==> src/rtl/register_bank_fwd.sv <==
// ----------------------------------------------------------------------------
// register_bank_fwd: register file with internal EX/DM/WB forwarding, load-use stall
// Revision: 1.0
// ----------------------------------------------------------------------------
`default_nettype none

module register_bank_fwd #(
  parameter int DATA_W   = 16,
  parameter int ADDR_W   = 5,
  parameter int ZERO_REG = 1
) (
  input  logic              clk,
  input  logic              rst,
  input  logic [ADDR_W-1:0] RA,
  input  logic [ADDR_W-1:0] RB,
  input  logic [DATA_W-1:0] imm,
  input  logic              imm_sel,
  input  logic              issue,
  input  logic [ADDR_W-1:0] RW_id,
  input  logic              wen_id,
  input  logic              load_id,
  input  logic [DATA_W-1:0] ans_ex,
  input  logic [DATA_W-1:0] ans_dm,
  input  logic [DATA_W-1:0] ans_wb,
  output logic [DATA_W-1:0] A,
  output logic [DATA_W-1:0] B,
  output logic [1:0]        fwd_sel_A,
  output logic [1:0]        fwd_sel_B,
  output logic              stall
);

  localparam int DEPTH = 2**ADDR_W;

  logic [DATA_W-1:0] regs [DEPTH];

  logic              ex_v, dm_v, wb_v;
  logic              ex_ld;
  logic [ADDR_W-1:0] ex_rd, dm_rd, wb_rd;
  logic              ex_v_nxt;

  genvar p;
  for (p = 0; p < 2; p++) begin : g_port
    logic [ADDR_W-1:0] addr;
    logic              is_zero;
    logic              hit_ex, hit_dm, hit_wb;
    logic [1:0]        sel;
    logic [DATA_W-1:0] val;
    logic              haz;

    assign addr    = (p == 0) ? RA : RB;
    assign is_zero = (ZERO_REG != 0) && (addr == '0);
    assign hit_ex  = ex_v && (ex_rd == addr) && !is_zero;
    assign hit_dm  = dm_v && (dm_rd == addr) && !is_zero;
    assign hit_wb  = wb_v && (wb_rd == addr) && !is_zero;
    // A load still in EX has no data yet: report the EX source but flag a hazard.
    assign haz     = hit_ex && ex_ld;

    always_comb begin
      sel = 2'b00;
      val = is_zero ? '0 : regs[addr];
      if (hit_ex) begin
        sel = 2'b01;
        val = ans_ex;
      end else if (hit_dm) begin
        sel = 2'b10;
        val = ans_dm;
      end else if (hit_wb) begin
        sel = 2'b11;
        val = ans_wb;
      end
    end
  end

  assign stall     = !rst && issue && (g_port[0].haz || (g_port[1].haz && !imm_sel));
  assign A         = rst ? '0 : g_port[0].val;
  assign B         = imm_sel ? imm : (rst ? '0 : g_port[1].val);
  assign fwd_sel_A = rst ? 2'b00 : g_port[0].sel;
  assign fwd_sel_B = (rst || imm_sel) ? 2'b00 : g_port[1].sel;

  // Writes to the hard-wired zero register never enter the tag pipeline.
  assign ex_v_nxt = issue && !stall && wen_id && !((ZERO_REG != 0) && (RW_id == '0));

  always_ff @(posedge clk or posedge rst) begin
    if (rst) begin
      ex_v  <= 1'b0;
      dm_v  <= 1'b0;
      wb_v  <= 1'b0;
      ex_ld <= 1'b0;
      ex_rd <= '0;
      dm_rd <= '0;
      wb_rd <= '0;
    end else begin
      ex_v  <= ex_v_nxt;
      ex_rd <= RW_id;
      ex_ld <= load_id && ex_v_nxt;
      dm_v  <= ex_v;
      dm_rd <= ex_rd;
      wb_v  <= dm_v;
      wb_rd <= dm_rd;
    end
  end

  always_ff @(posedge clk or posedge rst) begin
    if (rst) begin
      for (int i = 0; i < DEPTH; i++) begin
        regs[i] <= '0;
      end
    end else if (wb_v) begin
      regs[wb_rd] <= ans_wb;
    end
  end

endmodule

`default_nettype wire

==> config.mk <==
export PLATFORM = sky130hd
export DESIGN_NAME = register_bank_fwd
export DESIGN_NICKNAME = d
export VERILOG_FILES = /design/src/rtl/register_bank_fwd.sv
export SDC_FILE = /design/constraint.sdc
export NUM_CORES = 1
export LEC_CHECK = 0
export CAP_MARGIN = 25
export CORE_MARGIN = 2
export CORE_UTILIZATION = 55
export CTS_CLUSTER_DIAMETER = 200
export DETAILED_ROUTE_END_ITERATION = 12
export GPL_TIMING_DRIVEN = 0
export PLACE_DENSITY = 0.73
export SETUP_SLACK_MARGIN = 0.3
export SYNTH_ARGS = -nofsm -noshare
export SYNTH_HDL_FRONTEND = slang
export SYNTH_SLANG_ARGS = --single-unit
==> constraint.sdc <==
create_clock -name clk -period 49.6 [get_ports clk]
set_clock_uncertainty 0.1 [all_clocks]
set_input_delay 4.96 -clock clk [delete_from_list [all_inputs] [get_ports clk]]
set_output_delay 4.96 -clock clk [all_outputs]
set_load 0.01 [all_outputs]
# Word level (Yosys, flattened, before mapping)
# Index checks and enable logic that the tools add are counted.
# totals
input_bits,85
regBits,531
wordCells,113
out_inout_bits,37
# classes
eq_ne,6
reduce_logical,33
bitwise,3
magnitude_cmp,4
muxes,28
# op_table
operator,count
$bwmux W512,1
$mux W16,16
$bmux W16 S5,2
$demux W16 S5,1
$eq A5 B5 Y1,6
$logic_and A1 B1 Y1,22
$ge A6 B6 Y1 const B,3
$not A5 Y6,3
$mux W2,8
$logic_not A5 Y1,3
$logic_not A1 Y1,6
$lt A6 B1 Y1 const B,1
$logic_or A1 B1 Y1,2

# Depth between registers and ports, before layout
# depth
ltp_word,12
ltp_mapped,9
depth_no_buf,5

# Worst setup path after synthesis
# Ideal clock, no wire load.
# synth_path
path_type,input port to output port
startpoint,input rst
endpoint,output stall
setup_slack_ns,27.174
cell_stages,3
t_arrival_ns,17.366
n_path_buf,1
required_time_ns,44.540
path_cell_list,clkbuf_1 inv_1 o2111a_1
# synth_between
elab_chain_cells,3
# synth_lines
item,line_no,source
from (decl),13,"input logic rst,"
$logic_not A1 Y1 (no source line),-,
$logic_and A1 B1 Y1 (2 in a row),74,assign stall = !rst && issue && (g_port[0].haz || (g_port[1].haz && !imm_sel));
to (decl),29,output logic stall
# No other way between the ends.

# Worst setup path in the final report
# layout_path
startpoint,input RB[4]
endpoint,output B[15]
# layout_between
elab_chain_cells,10
elab_cells_between_ends,21
classes_between,3 x eq/ne; 9 x mux; 1 x bitwise; 8 x reduce/logical
# layout_lines
item,line_no,source
from (decl),15,"input logic [ADDR_W-1:0] RB,"
$not A5 Y6 (not written as such),60,val = is_zero ? '0 : regs[addr];
$bmux W16 S5,60,
$mux W16 (not written as such) (2 in a row),60,
$mux W16,60,
$mux W16,67,end else if (hit_wb) begin
$mux W16,64,end else if (hit_dm) begin
$mux W16 *,61,if (hit_ex) begin
$mux W16 * (2 in a row),76,assign B = imm_sel ? imm : (rst ? '0 : g_port[1].val);
to (decl),26,"output logic [DATA_W-1:0] B,"
# Mark *: on every way between the ends. The rest lies on a longest branch, timed or not. The select of a mux whose other input is x is not followed.

==> impl_metrics.tcl <==
set metrics [dict create \
    synth_top_cell_area_share_pct 45.3 \
    synth_common_cells "dfrtp_1, nand2_1, mux2_2, o21ai_0, mux4_2" \
    grtUsageTotal_pct 41.9 \
    ys_ff_latch 531 \
    syn2layout_area_growth_pct 13.7 \
    fmax_ghz 0.0692 \
    ys_seq_area_share_pct 45.3 \
    yosysTopAreaCell "dfrtp_1" \
    multi_input_area_sq_um 14900 \
    synthCells 2400 \
    syn_avg_cell_area_sq_um 12.2 \
    worstRegToRegCells 5 \
    dp_cells 3206 \
    synth_edf_count 0 \
    syn_area_sq_um 29300 \
    setup_tns_ps 0 \
    cts_tree "yes" \
    fin_nets 2662 \
    clock_latency_ps 620 \
    antenna_found_initial 2 \
    cts-root-buf "clkbuf_16" \
    ant_nets 0 \
    p_leak_nw 14.4 \
    worstMarginPinSlew_ps 1090 \
    fp.dieH_um 235 \
    cp.required_ps 44540 \
    initial_utilization_pct 55.7 \
    finalHoldViolCount 0 \
    htree_levels 2 \
    cts.sinks 531 \
    die_area_sq_um 55200 \
    grt_max_degree 132 \
    core_area_sq_um 52700 \
    numPortBuffers 113 \
    ys_types 53 \
    critical_path_class "in2out" \
    cts_max_path_buffers 3 \
    path_clk_slew_ps 60 \
    drt_pre_antenna_iters 6 \
    nFillCells 4033 \
    status "finished clean" \
    synthesis.nets 2485 \
    postCtsSetupRepairBufs 0 \
    via_per_inst 7.18 \
    vias 23734 \
    power_density_nw_per_um2 37.4 \
    numCtsBuffers 57 \
    critical_path.max_fanout 10 \
    grt_pass1_vias 23747 \
    ir_drop_v 0.0000332 \
    cts-resized-gates 0 \
    seq_area_sq_um 13300 \
    period_share_pct 29.1 \
    cp-start-kind "input pin" \
    maxCapViolCount 0 \
    drt_iter0_drc 3324 \
    ys.flop_type "dfrtp_1" \
    wl_per_cell_um 34.9 \
    finalSetupViolCount 0 \
    grt_pass1_wl_um 167000 \
    synth_area_leaders "dfrtp_1, mux4_2, mux2_2" \
    hold_path_class "reg2reg" \
    finalWirelength_um 116000 \
    dp_hpwl_um 86100 \
    min_period_ps 14450 \
    rsz0062_at_grt "no" \
    fin_cells 3305 \
    min_path_cells 0 \
    async_reset_ff_share_pct 100 \
    die_x_um 235 \
    routabilityCongestion 1.01 \
    worstPathArrival_ps 9390 \
    yosysMostFrequentCell "dfrtp_1" \
    grt_overflow 0 \
    finalMaxSlewViolations 0 \
    maxSlewHeadroom_pct 26.5 \
    cp-end-kind "primary output" \
    ios 122 \
    yosys_warnings 0 \
    layout-drive-gt1-share_pct 29.7 \
    drcViolationCount 0 \
    fp-row-count 84 \
    hold_buffers 0 \
]
==> state kept, by name, indices dropped and copies added, names as in the netlist <==
signal,cells
ex_rd,5
ex_ld,1
regs,512
dm_rd,5
ex_v,1
dm_v,1
wb_rd,5
wb_v,1
==> per-layer routing <==
metal | vias to the layer above | wire [um] | global-route usage [%]
li1 | 9365 | - | -
met1 | 12057 | 43700 | 57.6
met2 | 1903 | 49000 | 59.6
met3 | 407 | 15200 | 12.8
met4 | 2 | 7550 | 23.6
met5 | - | 13 | 0
==> logic make-up after synthesis <==
kind of cell,count (synthesis),synth area share (%)
and+or+nand+nor,494,7.46
AOI/OAI and AO/OA,456,9.51
muxes,640,32.7
xor gates and xnor gates,30,0.895
buffers and inverters,249,4.12
DFF,531,45.3
==> critical path: stages <==
cell             delay (ps)
clkdlybuf4s50_1         600
buf_2                   430
inv_2                   270
nand2_1                 470
and4_1                  290
buf_2                   250
buf_2                   360
a211oi_1                100
o41ai_1                 900
clkdlybuf4s50_1         710
==> power by group <==
group          switching, W  internal (W)  leakage [nW]
Clock              0.000185      0.000254         0.939
Combinational      0.000128      0.000127          7.11
Sequential        0.0000555      0.000500          6.31
Total              0.000369      0.000881          14.4
==> path summary, 6_finish.rpt <==
check / from / endpoint / slack [ps]
max: RB[4] / B[15] / 35150
max reg2reg: wb_rd[1]$_DFF_PP0_ / regs[263]$_DFFE_PP0P_ / 46510
max in group asynchronous: rst / regs[426]$_DFFE_PP0P_ / 41990
min reg2reg: ex_v$_DFF_PP0_ / dm_v$_DFF_PP0_ / 330
min in group asynchronous: rst / regs[208]$_DFFE_PP0P_ / 5340
min: ex_v$_DFF_PP0_ / dm_v$_DFF_PP0_ / 330
==> metrics by stage <==
step	instance area, sq um	setup slack, ps	power, W	hold WS, ps	util [%]
2_1_floorplan	29300	27170	0.000714	254	-
3_3_place_gp	31300	21800	0.000796	307	59.5
3_5_place_dp	31500	35490	0.000808	298	59.8
4_1_cts	33400	35490	0.00124	325	63.4
5_1_grt	33400	35220	0.00129	338	63.4
6_report	33400	35150	0.00125	327	63.4
==> layout by cell type, fill, tap and decap left out, types with 7 or more instances in the layout <==
master	instances
a221oi_2	10
o21ai_0	288
o41ai_1	16
mux2_2	320
nand2_1	340
mux4_2	224
clkbuf_16	57
buf_4	34
clkbuf_8	16
a21oi_1	17
clkdlybuf4s50_1	113
a22oi_1	16
nand3_1	18
mux2i_1	96
a211oi_1	33
xnor2_1	16
o22ai_1	32
buf_2	64
nor2_1	35
o2111ai_1	15
inv_1	18
xor2_1	14
a311o_1	16
dfrtp_1	531
clkbuf_1	124
buf_6	9
a221oi_1	7
clkinv_2	10
nor4_1	19
nor3_1	37
==> final cells by class <==
cell class	count	share of cell area (%)
antenna	1	0.00750
buffer	229	3.40
clock buffer	79	5.00
clock inverter	19	0.716
inverter	20	0.247
multi-input combinational	1620	44.5
sequential	531	39.8
tap	688	2.58
timing repair buffer	118	3.73
Power figures use the tool's default switching activity.
